--- config.mk ---
export PLATFORM = sky130hd
export DESIGN_NAME = bcd_convert_arbiter
export DESIGN_NICKNAME = d
export VERILOG_FILES = /design/src/rtl/bcd_convert_arbiter.sv
export SDC_FILE = /design/constraint.sdc
export NUM_CORES = 1
export LEC_CHECK = 0
export CORE_AREA = 2 2 119 92
export CTS_CLUSTER_SIZE = 28
export DETAILED_ROUTE_END_ITERATION = 16
export DIE_AREA = 0 0 121 94
export HOLD_SLACK_MARGIN = 0.06
export PLACE_DENSITY = 0.77
export SYNTH_ARGS = -nofsm -noshare
export SYNTH_HDL_FRONTEND = slang
export SYNTH_SLANG_ARGS = --single-unit
export TNS_END_PERCENT = 50
--- constraint.sdc ---
create_clock -name i_clk -period 2 [get_ports i_clk]
set_input_delay 0.4 -clock i_clk [delete_from_list [all_inputs] [get_ports i_clk]]
set_output_delay 0.4 -clock i_clk [all_outputs]
set_load 0.02 [all_outputs]
--- src/rtl/bcd_convert_arbiter.sv ---
// Purpose : shared binary-to-BCD converter for the 8-digit display path; round-robin
//           arbitration between two requesters, then one double-dabble bit per cycle.
// Latency : ack one cycle after capture; done 27 cycles after capture; 29 cycles per conversion.
// Backpressure: req is level-held until ack; requests arriving while busy wait for IDLE.
//
// Ports:
//   i_clk, i_rst_n        clock, asynchronous active-low reset
//   i_req[1:0]            per-requester conversion request (0 = calculator, 1 = entry)
//   i_bin_a, i_bin_b      binary operands for requester 0 / 1
//   o_ack[1:0]            one-cycle capture acknowledge, one-hot or zero
//   o_busy                conversion in progress (SHIFT or DONE)
//   o_done                one-cycle result strobe
//   o_done_id             requester that owns o_bcd_out
//   o_bcd_out             packed BCD result, digit 7 in the top nibble
//   o_overflow            last result was saturated to all nines
module bcd_convert_arbiter #(
    parameter int WIDTH   = 27,
    parameter int DIGITS  = 8,
    parameter int MAX_VAL = 99_999_999
) (
    input  logic                  i_clk,
    input  logic                  i_rst_n,
    input  logic [1:0]            i_req,
    input  logic [WIDTH-1:0]      i_bin_a,
    input  logic [WIDTH-1:0]      i_bin_b,
    output logic [1:0]            o_ack,
    output logic                  o_busy,
    output logic                  o_done,
    output logic                  o_done_id,
    output logic [4*DIGITS-1:0]   o_bcd_out,
    output logic                  o_overflow
);

    localparam int                  CW        = $clog2(WIDTH);
    localparam logic [CW-1:0]       LAST_ITER = CW'(WIDTH - 1);
    localparam logic [WIDTH-1:0]    SAT_LIMIT = WIDTH'(MAX_VAL);
    localparam logic [4*DIGITS-1:0] SAT_BCD   = {DIGITS{4'h9}};

    localparam logic [1:0] S_IDLE  = 2'd0;
    localparam logic [1:0] S_SHIFT = 2'd1;
    localparam logic [1:0] S_DONE  = 2'd2;

    logic [1:0]          r_state;
    logic [CW-1:0]       r_cnt;
    logic [WIDTH-1:0]    r_sr;
    logic [4*DIGITS-1:0] r_acc;
    logic                r_id;
    logic                r_ovf;
    logic                r_last;
    logic [1:0]          r_ack;
    logic                r_done;
    logic                r_done_id;
    logic [4*DIGITS-1:0] r_bcd;
    logic                r_ovf_out;

    logic                w_win;
    logic [WIDTH-1:0]    w_op;
    logic [4*DIGITS-1:0] w_adj;
    logic [4*DIGITS-1:0] w_acc_next;

    // Round-robin: a tie goes to whoever was not granted last.
    always_comb begin
        w_win = 1'b0;
        case (i_req)
            2'b10:   w_win = 1'b1;
            2'b11:   w_win = ~r_last;
            default: w_win = 1'b0;
        endcase
    end

    assign w_op = w_win ? i_bin_b : i_bin_a;

    // Double-dabble step: add 3 to every digit >= 5 (wrapping inside the nibble),
    // then shift the operand MSB into the accumulator LSB.
    always_comb begin
        w_adj = r_acc;
        for (int d = 0; d < DIGITS; d++) begin
            if (r_acc[4*d +: 4] >= 4'd5) begin
                w_adj[4*d +: 4] = r_acc[4*d +: 4] + 4'd3;
            end
        end
        w_acc_next = (w_adj << 1) | (4*DIGITS)'(r_sr[WIDTH-1]);
    end

    always_ff @(posedge i_clk or negedge i_rst_n) begin
        if (!i_rst_n) begin
            r_state   <= S_IDLE;
            r_cnt     <= '0;
            r_sr      <= '0;
            r_acc     <= '0;
            r_id      <= 1'b0;
            r_ovf     <= 1'b0;
            r_last    <= 1'b1;
            r_ack     <= 2'b00;
            r_done    <= 1'b0;
            r_done_id <= 1'b0;
            r_bcd     <= '0;
            r_ovf_out <= 1'b0;
        end else begin
            r_ack  <= 2'b00;
            r_done <= 1'b0;
            case (r_state)
                S_IDLE: begin
                    if (|i_req) begin
                        r_sr    <= w_op;
                        r_acc   <= '0;
                        r_cnt   <= '0;
                        r_id    <= w_win;
                        r_last  <= w_win;
                        r_ovf   <= (w_op > SAT_LIMIT);
                        r_ack   <= w_win ? 2'b10 : 2'b01;
                        r_state <= S_SHIFT;
                    end
                end
                S_SHIFT: begin
                    r_acc <= w_acc_next;
                    r_sr  <= r_sr << 1;
                    r_cnt <= r_cnt + CW'(1);
                    // The last iteration's result goes straight to the output register,
                    // so the display never sees a partial accumulator.
                    if (r_cnt == LAST_ITER) begin
                        r_bcd     <= r_ovf ? SAT_BCD : w_acc_next;
                        r_done_id <= r_id;
                        r_ovf_out <= r_ovf;
                        r_done    <= 1'b1;
                        r_state   <= S_DONE;
                    end
                end
                S_DONE: begin
                    r_state <= S_IDLE;
                end
                default: begin
                    r_state <= S_IDLE;
                end
            endcase
        end
    end

    assign o_ack      = r_ack;
    assign o_busy     = (r_state != S_IDLE);
    assign o_done     = r_done;
    assign o_done_id  = r_done_id;
    assign o_bcd_out  = r_bcd;
    assign o_overflow = r_ovf_out;

endmodule

Word level (Yosys, flattened, before mapping):

Index checks and enable logic that the tools add are counted.

* add/subtract/negate cells: 9
* order comparisons: 9
* equality and inequality tests: 6
* mux-type cells: 25
* bitwise logic cells: 2
* reductions and logical operators: 8

Operator list (number)
* two-way mux 32 bit: 2
* one-hot mux 32 bit (2 select lines): 1
* two-way mux 27 bit: 2
* one-hot mux 27 bit (2 select lines): 1
* greater-or-equal comparator 4 x 3 -> 1 bit (second input constant): 8
* bitwise OR 32 x 1 -> 32 bit: 1
* adder 4 x 2 -> 4 bit (second input constant): 7
* two-way mux 4 bit: 7
* greater-than comparator 27 bit (second input constant): 1
* two-way mux 2 bit: 5
* one-hot mux 5 bit (2 select lines): 1
* AND reduction 2 bit: 4
* adder 5 x 1 -> 5 bit (second input constant): 1
* equality test 5 bit (second input constant): 1
* two-way mux 5 bit: 1
* equality test 2 bit (second input constant): 2
* != test 2 bit (second input constant): 2
* one-hot mux 2 bit (2 select lines): 1
* nonzero test 2 bit: 2
* adder 3 x 2 -> 3 bit (second input constant): 1
* two-way mux 3 bit: 1
* equality test 2 x 1 -> 1 bit (second input constant): 1
* zero test 2 bit: 1
* two-way mux 1 bit: 2
* 3 further kinds: 3

* bits in registers: 106
* bits of input ports: 58
* output and inout port bits: 38

Longest topological paths before layout:

Gate-level depths: netlist (run 1).

* depth in word-level cells: 5
* gate-level depth with buffers: 8
* gate-level depth less buffers: 7

Worst setup path after synthesis (run 1):

No wires, ideal clock.

* path kind: reg2reg
* from: register r_state[0]
* to: register r_ovf
* arrival time: 1.398 ns
* required time: 1.870 ns
* path slack: 0.471 ns
* stages on the path, launching flop included: 6
* clock period less this slack: 1.529 ns
* path through: dfrtp_1 -> or2_4 -> or2_1 -> buf_6 -> o41ai_2 -> a31oi_1

* longest elaborated chain between the ends: 2

Ends and longest elaborated chain
* start: declaration: RTL line 43 `logic [1:0] r_state;`
* start signal: assignment: RTL line 87 `r_state <= S_IDLE;`
* start signal: assignment: RTL line 112 `r_state <= S_SHIFT;`
* start signal: assignment: RTL line 126 `r_state <= S_DONE;`
* zero test 2 bit: RTL line 102 `case (r_state)`
* AND reduction 2 bit (no line)
* end signal: assignment: RTL line 110 `r_ovf <= (w_op > SAT_LIMIT);`
* end: declaration: RTL line 48 `logic r_ovf;`

Every way passes these cells.
A chain may end at the register's enable or synchronous reset.

Worst setup path in the final report (run 1):

* from: register r_cnt[0]
* to: register r_bcd[31] (netlist: o_bcd_out[31])

* longest elaborated chain between the ends: 2

Ends and longest elaborated chain
* start: declaration: RTL line 44 `logic [CW-1:0] r_cnt;`
* start signal: assignment: RTL line 118 `r_cnt <= r_cnt + CW'(1);`
* equality test 5 bit: RTL line 121 `if (r_cnt == LAST_ITER) begin`
* AND reduction 2 bit (no line)
* end signal: assignment: RTL line 122 `r_bcd <= r_ovf ? SAT_BCD : w_acc_next;`
* end: declaration: RTL line 53 `logic [4*DIGITS-1:0] r_bcd;`

Every way passes these cells.

==> metrics.cfg, run 1 <==
[die]
start_util = 0.526
rows = 32
die_h_um = 94
fp.dieW_um = 121
die_area_um2 = 11400
core_um2 = 10100
io_pins = 96

[clock_network]
worst_skew_pair.late_latency_ns = 0.35
clkSinkCount = 106
cts_setup_buffers = 0
ctsHtreeMaxLevel = 3
clockRootBuffer = clkbuf_16
cts_tree = yes
clockBufferDepth = 2
numCtsBuffers = 9
clk_pin_slew_ns = 0.07

[critical_path]
critical-path-max-stage-delay_ns = 0.57
crit_buf_inv = 1
crit_path_max_fanout = 11
crit_type = reg2reg
end_kind = register
slowest_stage = a2111oi_0
startpoint = r_cnt[0]$_DFFE_PN0P_
ff2ff_setup_slack_ns = 0.12
startpoint_type = register
required_ns = 2.21
r2r_cells = 6
cp_top_family = compound AO/OA/AOI/OAI gates
r2r-end = o_bcd_out[31]$_DFFE_PN0P_
worst_r2r_startpoint = r_cnt[0]$_DFFE_PN0P_
cp.arrival_ns = 2.09
worstSetupEndpoint = o_bcd_out[31]$_DFFE_PN0P_
path_cells = inv_1 > ha_1 > and4b_1 > nand2_2 > a2111oi_0 > nor2_1
cp.depth = 6

[power_and_ir_drop]
comb_power_share = 0.484
ir_drop_mv = 0.730
power_switching_mw = 4.34
leakage_nw = 3.04
pwr-share-seq = 0.364
internal_power_mw = 6.51
power.total_mw = 10.8
powerDensity_nw_per_um2 = 1590
pwr-share-clk = 0.152
switching_share = 0.400

[grt]
grt_max_degree = 42
track_usage = 0.245
overflow = 0
antenna_found_initial = 0
grt_pass1_wl_mm = 21.8
grt_pass1_vias = 4534

[cells_and_area]
antenna_cells = 0
fin_cells = 787
nets = 722
multi_input_area_um2 = 2420
area_growth_pct = 27.7
register_area_um2 = 2650
drive_above_1_share = 0.0783
final_area_um2 = 6810
fillers = 785

[synth]
synth_top_area_frac = 0.493
dominantRegCellSynth = dfrtp_1
synth.area.top_cells = dfrtp_1 (49%), nand2_1 (5.9%), a21oi_1 (5.4%), a221o_1 (4.9%), ha_1 (4.2%)
syn_nets = 625
avgSynthCellArea_um2 = 9.71
yosys.area.top_type = dfrtp_1
synth-edff-count = 0
synth_warnings = 0
synth-async-reset-ratio = 1.00
netlist-cell-type-count = 46
ys_seq_area_frac = 0.498
ys_seq_elements = 106
syn_area_um2 = 5330
syn_inst = 549

[hold_path]
hold_class = reg2reg

[sta]
rsz0062_at_grt = no
worst_pin_slew_ns = 0.553
max_freq_mhz = 532
max-slew-margin-rel = 0.622
setup_violations = 0
min_period_ns = 1.88
final.setup.tns_ns = 0
period_share = 0.940
hold_viol_final = 0
skew_ns = 0.00701
slew_violations = 0

[job]
maxCapViolations = 0

[route]
avgRoutedWirePerCell_um = 16.8
drc_errors = 0
detail_route.first_pass.iterations = 5
num_vias = 4563
drtAntennaViolNets = 0
viasPerCell = 5.80
routed_wl_mm = 13.2
drtIter0Drc = 431

[place]
routabilityCongestion = 0.893
placed_area_um2 = 6520
place.port_buffers = 95
placed_cells = 770
place_hpwl_mm = 9.50

[run_status]
outcome = complete, no violations

## metrics by stage
stage	hold slack (ns)	util	worst slack, ns
finish	0.480	0.672	0.119
global route	0.509	0.672	0.0409
CTS	0.484	0.672	0.163
detailed placement	0.375	0.644	-0.0245
global placement	0.375	0.644	0.0665
floorplan	0.104	-	0.471
## synthesized netlist by cell type (all sizes together), types with 2 or more instances
master / count
o21ai: 32
a21oi: 58
nand4: 4
mux2: 2
buf: 21
clkbuf: 12
nand3: 23
o31ai: 6
a31oi: 8
dfrtp: 105
a32o: 7
nor4: 3
ha: 18
a221o: 26
nor3b: 7
a21o: 4
nor2: 37
nor3: 2
nand2b: 10
xnor2: 8
or2: 2
nand2: 85
inv: 21
mux2i: 9
a22o: 17
a21bo: 8
nand4b: 2
## power groups by stage
stage	combinational [mW]	clock [mW]	sequential (mW)
finish	5.25	1.65	3.95
global route	5.76	1.75	4.07
CTS	5.26	1.67	3.93
detailed placement	5.25	0	3.96
global placement	4.98	0	3.91
floorplan	3.15	0	4.16
## cell type report
class,count,share of cell area
tap,136,0.0250
timing repair buffer,119,0.177
inverter,21,0.0116
multi-input combinational,389,0.356
sequential,106,0.390
clock inverter,5,0.00441
clock buffer,11,0.0357
## how the worst min path moves through the flow
stage / start / to / slack [ns] / cells past startpoint
after global placement: i_rst_n / r_sr[8]$_DFFE_PN0P_ / 0.37 / 1
after detailed placement: i_rst_n / r_sr[8]$_DFFE_PN0P_ / 0.38 / 1
after global routing: r_cnt[4]$_DFFE_PN0P_ / r_cnt[4]$_DFFE_PN0P_ / 0.51 / 1
final: r_id$_DFFE_PN0P_ / r_id$_DFFE_PN0P_ / 0.48 / 1
after floorplan: i_rst_n / o_ack[0]$_DFF_PN0_ / 0.10 / 0
after CTS: o_overflow$_DFFE_PN0P_ / o_overflow$_DFFE_PN0P_ / 0.48 / 2
## state kept, by name (all words and copies together) (netlist names)
| name | flops |
|---|---|
| o_bcd_out | 32 |
| r_acc | 32 |
| r_sr | 27 |
| r_cnt | 5 |
| o_ack | 2 |
| r_state | 2 |
| o_done | 1 |
| o_done_id | 1 |
| o_overflow | 1 |
| r_id | 1 |
| r_last | 1 |
| r_ovf | 1 |
## kinds of logic (layout without fill, tap and decap cells)
group           Yosys count  after routing  share of synthesized area
buf+inv                  54            156                     0.0479
compound gates          174            174                      0.226
flops                   106            106                      0.498
fa+ha+maj                18             18                     0.0423
mux                      11             11                     0.0211
xor+xnor                  8              8                     0.0131
simple gates            178            178                      0.151
## cell usage in the layout, fill, tap and decap left out, types with 10 or more instances in the layout
cell,synthesis,final
nand2_1,84,84
nand2b_1,10,10
inv_1,20,20
a22o_1,17,17
nand3_1,23,23
ha_1,18,18
nor2_1,36,36
buf_4,3,18
a21oi_1,58,58
clkdlybuf4s50_1,0,93
o21ai_0,32,32
a221o_1,26,26
dfrtp_1,105,105
## routing by layer
layer | up-vias | wire (um) | track usage | part of all wire
met5 | - | 0 | 0 | 0
li1 | 2168 | - | - | -
met1 | 2251 | 5930 | 0.318 | 0.45
met3 | 21 | 572 | 0.0504 | 0.043
met4 | 0 | 229 | 0.0911 | 0.017
met2 | 123 | 6500 | 0.407 | 0.49
## timing repair
| action | CTS | global route |
|---|---|---|
| gates resized for setup | 1 | 0 |
| setup endpoints to repair | 1 | 0 |
| hold buffers | 1 | 0 |
| endpoints found under the hold margin | 30 | 0 |
(Power assumes the default switching activity.)
==> inputs of run 2 (changes only) <==
- CORE_AREA: 2 2 119 92 -> 2 2 117 91
- CTS_BUF_LIST: unset -> sky130_fd_sc_hd__clkbuf_4 sky130_fd_sc_hd__clkbuf_8
- DIE_AREA: 0 0 121 94 -> 0 0 119 93
- PLACE_DENSITY: 0.77 -> 0.79
==> run 2 against run 1 <==
Effect of this change: hold slack worse by 0.012 ns; sequential share of layout area up 0.55 points; wire length down 2.5%; via count down 0.37%; worst setup slack better by 0.083 ns; clock power down 24%; flip-flop and latch count unchanged; maximum frequency up 4.6%; critical endpoint is now o_busy; largest power group unchanged.
==> metrics.cfg, run 2 (synthesis gave the netlist of run 1 again) <==
[grt]
grt_pass1_vias = 4496  ; -0.84%
overflow = 0  ; unchanged
grt_pass1_wl_mm = 21.6  ; -1.1%
antenna_found_initial = 0  ; unchanged
track_usage = 0.246  ; +0.00143
grt_max_degree = 43  ; +2.4%

[place]
place.port_buffers = 95  ; unchanged
placed_cells = 769  ; -0.13%
place_hpwl_mm = 9.29  ; -2.2%
routabilityCongestion = 0.880  ; -1.4%
placed_area_um2 = 6520  ; -0.12%

[sta]
hold_viol_final = 0  ; unchanged
period_share = 0.899  ; -0.0415
skew_ns = 0.00930  ; +0.00229 ns
setup_violations = 0  ; unchanged
min_period_ns = 1.80  ; -0.0829 ns
worst_pin_slew_ns = 0.565  ; +0.0126 ns
rsz0062_at_grt = no
max_freq_mhz = 556  ; +4.6%
slew_violations = 0  ; unchanged
max-slew-margin-rel = 0.623  ; +0.00111
final.setup.tns_ns = 0  ; unchanged

[critical_path]
path_cells = or2_4 > dlygate4sd2_1
startpoint_type = register
required_ns = 1.60  ; -0.61 ns
ff2ff_setup_slack_ns = 0.22  ; +0.10 ns
end_kind = output pin
cp.arrival_ns = 1.40  ; -0.69 ns
crit_type = reg2out
slowest_stage = dfrtp_1
crit_path_max_fanout = 4  ; -7
critical-path-max-stage-delay_ns = 0.41  ; -0.16 ns

[die]
fp.dieW_um = 119  ; -1.7%
io_pins = 96  ; unchanged
die_h_um = 93  ; -1.1%
die_area_um2 = 11100  ; -2.7%
start_util = 0.535  ; +0.00845
core_um2 = 9970  ; -1.6%
rows = 32  ; unchanged

[route]
viasPerCell = 5.78  ; -0.25%
drc_errors = 0  ; unchanged
detail_route.first_pass.iterations = 5  ; unchanged
drtAntennaViolNets = 0  ; unchanged
routed_wl_mm = 12.9  ; -2.5%
avgRoutedWirePerCell_um = 16.4  ; -2.4%
num_vias = 4546  ; -0.37%
drtIter0Drc = 321  ; -26%

[power_and_ir_drop]
ir_drop_mv = 0.577  ; -21%
leakage_nw = 3.00  ; -1.3%
power.total_mw = 10.4  ; -4.2%
powerDensity_nw_per_um2 = 1550  ; -2.9%

[run_status]
outcome = complete, no violations

[cells_and_area]
fin_cells = 786  ; -0.13%
nets = 721  ; -0.14%
antenna_cells = 0  ; unchanged
final_cell_mix = dfrtp_1 (105), clkdlybuf4s50_1 (93), nand2_1 (84)
final_area_um2 = 6710  ; -1.4%
final_common_cell = dfrtp_1
area_growth_pct = 25.9
drive_above_1_share = 0.0785  ; +0.000121

[clock_network]
clkSinkCount = 106  ; unchanged
clockBufferDepth = 2  ; unchanged
clk_pin_slew_ns = 0.10  ; +0.03 ns
numCtsBuffers = 9  ; unchanged
ctsHtreeMaxLevel = 3  ; unchanged
worst_skew_pair.late_latency_ns = 0.38  ; +0.03 ns
clockRootBuffer = clkbuf_8
cts_tree = yes

[job]
maxCapViolations = 0  ; unchanged

[hold_path]
hold_class = in2async

run 2: changes by cell type in the layout (fill, tap and decap cells not counted):
| cell | previous run | this run |
|---|---|---|
| clkbuf_4 | 0 | 1 |
| clkbuf_1 | 1 | 0 |
| clkinvlp_4 | 2 | 1 |
| clkinv_2 | 3 | 2 |
| clkbuf_16 | 9 | 0 |
| clkbuf_8 | 1 | 11 |
| clkinv_4 | 0 | 1 |
| buf_4 | 18 | 17 |
run 2: path summary, 6_finish.rpt:
path,from,endpoint,depth (start not counted)
worst max-delay path,r_state[0]$_DFFE_PN0P_,o_busy,2
worst min-delay path,i_rst_n,r_sr[10]$_DFFE_PN0P_,2
worst max register to register,r_cnt[0]$_DFFE_PN0P_,o_bcd_out[31]$_DFFE_PN0P_,6
worst min register to register,o_bcd_out[0]$_DFFE_PN0P_,o_bcd_out[0]$_DFFE_PN0P_,2
max in group asynchronous,i_rst_n,o_done$_DFF_PN0_,3
min in group i_clk,o_bcd_out[0]$_DFFE_PN0P_,o_bcd_out[0]$_DFFE_PN0P_,2
run 2: area by class of cell:
cell class	instances	area, um2
Multi-Input combinational cell	389	2420
Tap cell	136	170
Clock inverter	4	26.3
Clock buffer	12	159
Timing Repair Buffer	118	1200
Fill cell	768	3260
Inverter	21	78.8
Sequential cell	106	2650
run 2: timing repair:
item | 4_1_cts | 5_1_grt
endpoints found under the hold margin | 20 | 0
setup buffers | 0 | 0
hold buffers | 1 | 0
gates resized for setup | 1 | 0
endpoints found under the setup margin | 1 | 0
run 2: power breakdown:
part	internal, mW	switching, mW	total (mW)
clock	0.533	0.717	1.25
sequential	3.13	0.800	3.93
combinational	2.49	2.71	5.20
total	6.16	4.23	10.4
run 2: through the flow:
| stage | hold slack (ns) | util | worst slack [ns] |
|---|---|---|---|
| after detailed placement | 0.332 | 0.654 | -0.0106 |
| after global routing | 0.482 | 0.673 | 0.0761 |
| after global placement | 0.324 | 0.654 | 0.0205 |
| after floorplan | 0.104 | - | 0.471 |
| final | 0.468 | 0.673 | 0.202 |
| after CTS | 0.452 | 0.673 | 0.192 |
run 2: metal layers:
layer | GRT usage | wire length [um] | part of all wire | vias to the layer above
li1 | - | - | - | 2167
met1 | 0.332 | 5840 | 0.45 | 2245
met2 | 0.405 | 6380 | 0.49 | 120
met3 | 0.0561 | 547 | 0.042 | 14
met4 | 0.0675 | 138 | 0.011 | 0
met5 | 0 | 0 | 0 | -
run 2: worst max-delay path, delay by kind of cell, from the launching register on:
family | cells | cell delay [ns]
flip-flops | 1 | 0.41
buffers and inverters | 1 | 0.33
AND/OR/NAND/NOR | 1 | 0.28
==> inputs of run 3 (changes only) <==
- CORE_AREA: 2 2 117 91 -> 2 2 146 112
- DIE_AREA: 0 0 119 93 -> 0 0 148 114
- PLACE_DENSITY: 0.79 -> 0.54
==> run 3 against run 2 <==
Effect of this change: die area grew 52%; sequential power is essentially flat; maximum frequency grew 0.20%; highest routed layer unchanged; final cell count grew 9.8%.
==> metrics.cfg, run 3 (synthesis gave the netlist of run 1 again) <==
[sta]
max_freq_mhz = 557  ; +0.20%
period_share = 0.897  ; -0.00182
setup_violations = 0  ; unchanged
worst_pin_slew_ns = 0.513  ; -0.0527 ns
max-slew-margin-rel = 0.649  ; +0.0263
hold_viol_final = 0  ; unchanged
skew_ns = 0.00739  ; -0.00191 ns
rsz0062_at_grt = no
whs_ns = 0.482  ; +0.0146 ns
min_period_ns = 1.79  ; -0.00363 ns
slew_violations = 0  ; unchanged
final.setup.tns_ns = 0  ; unchanged

[hold_path]
min_from = o_bcd_out[0]$_DFFE_PN0P_
hold_class = reg2reg
hold_path_end = o_bcd_out[0]$_DFFE_PN0P_
holdPathStages = 2

[die]
die_area_um2 = 16900  ; +52%
fp.dieW_um = 148  ; +24%
die_h_um = 114  ; +23%
rows = 40  ; +25%
io_pins = 96  ; unchanged
start_util = 0.341  ; -0.193
core_um2 = 15600  ; +57%

[cells_and_area]
area_growth_pct = 29.2
nets = 724  ; +0.42%
final_area_um2 = 6880  ; +2.6%
final_cell_mix = dfrtp_1 (105), clkdlybuf4s50_1 (93), nand2_1 (84)
fin_cells = 863  ; +9.8%
register_area_um2 = 2650  ; unchanged
fin_util = 0.441  ; -0.232
antenna_cells = 0  ; unchanged
final_common_cell = dfrtp_1
drive_above_1_share = 0.0827  ; +0.00423
fillers = 1515  ; +97%
multi_input_area_um2 = 2420  ; unchanged

[critical_path]
startpoint = r_state[0]$_DFFE_PN0P_
required_ns = 1.60  ; about the same
r2r_cells = 6  ; unchanged
crit_type = reg2out
end_kind = output pin
crit_path_max_fanout = 4  ; unchanged
worst_r2r_startpoint = r_acc[0]$_DFFE_PN0P_
cp.arrival_ns = 1.39  ; about the same
r2r-end = o_bcd_out[2]$_DFFE_PN0P_
ff2ff_setup_slack_ns = 0.26  ; +0.04 ns
startpoint_type = register

[power_and_ir_drop]
powerDensity_nw_per_um2 = 1540  ; -0.65%
pwr-share-seq = 0.371  ; -0.008
internal_power_mw = 6.36  ; +3.2%
switching_share = 0.399  ; -0.00768
ir_drop_mv = 0.494  ; -14%
leakage_nw = 3.02  ; +0.94%
pwr-share-clk = 0.137  ; +0.017
power_switching_mw = 4.23  ; about the same
comb_power_share = 0.492  ; -0.009

[clock_network]
clockRootBuffer = clkbuf_8
clk_pin_slew_ns = 0.10  ; about the same
cts_tree = yes
numCtsBuffers = 9  ; unchanged
clkSinkCount = 106  ; unchanged
clockBufferDepth = 2  ; unchanged
ctsHtreeMaxLevel = 3  ; unchanged
worst_skew_pair.late_latency_ns = 0.37  ; about the same

[route]
drc_errors = 0  ; unchanged
viasPerCell = 5.19  ; -10%
routed_wl_mm = 13.7  ; +6.4%
detail_route.first_pass.iterations = 4  ; -1
drtAntennaViolNets = 0  ; unchanged
num_vias = 4477  ; -1.5%
drtIter0Drc = 252  ; -21%
avgRoutedWirePerCell_um = 15.9  ; -3.1%

[job]
maxCapViolations = 0  ; unchanged

[grt]
use_met2 = 0.271  ; -0.134
grt_pass1_wl_mm = 23.0  ; +6.6%
grt_pass1_vias = 4474  ; -0.49%
use_met1 = 0.242  ; -0.0901
antenna_found_initial = 0  ; unchanged
grt_max_degree = 43  ; unchanged
overflow = 0  ; unchanged
use_met3 = 0.0372  ; -0.0189
track_usage = 0.171  ; -0.0755
busiest_layer = met2

[place]
placed_area_um2 = 6660  ; +2.2%
placed_cells = 846  ; +10%
place_hpwl_mm = 9.87  ; +6.2%
routabilityCongestion = 0.821  ; -6.7%
place.port_buffers = 95  ; unchanged

[run_status]
outcome = complete, no violations

## run 3: power groups by stage
stage	combinational, mW	clock [mW]	sequential [mW]
floorplan	3.15	0	4.16
global placement	5.12	0	3.93
detailed placement	5.25	0	3.97
CTS	5.26	1.52	3.93
global route	5.79	1.59	4.07
finish	5.21	1.45	3.92
## run 3: final cells by class
cell class / instances / area share
clock buffer: 9 / 0.0180
clock inverter: 7 / 0.0136
inverter: 21 / 0.0115
multi-input combinational: 389 / 0.352
sequential: 106 / 0.386
tap: 210 / 0.0382
timing repair buffer: 121 / 0.181
## run 3: layer usage
| layer | vias to the layer above | routed length, um |
|---|---|---|
| met4 | 0 | 93 |
| met2 | 73 | 6530 |
| li1 | 2170 | - |
| met3 | 4 | 412 |
| met1 | 2230 | 6700 |
| met5 | - | 0 |
## run 3: how the worst max path moves through the flow
stage,endpoint,cells past startpoint
CTS,o_busy,2
global placement,r_acc[30]$_DFFE_PN0P_,6
global route,o_bcd_out[15]$_DFFE_PN0P_,8
floorplan,r_ovf$_DFFE_PN0P_,5
detailed placement,r_acc[26]$_DFFE_PN0P_,6
finish,o_busy,2
## run 3: repair_timing
action                                  in CTS  in global routing
gates resized for setup                      1                  0
endpoints found under the setup margin       1                  0
setup buffers                                0                  0
endpoints found under the hold margin       25                  0
hold buffers                                 1                  0
## run 3: worst max-delay path: stages (launching register included)
cell and delay, ns:
dfrtp_1 0.42, or2_4 0.28, dlygate4sd2_1 0.33
## run 3: per-stage QoR
stage	total power, mW	setup WS, ns
after global placement	9.05	0.0503
after global routing	11.4	0.0842
after detailed placement	9.22	0.0358
after CTS	10.7	0.157
final	10.6	0.206
after floorplan	7.31	0.471
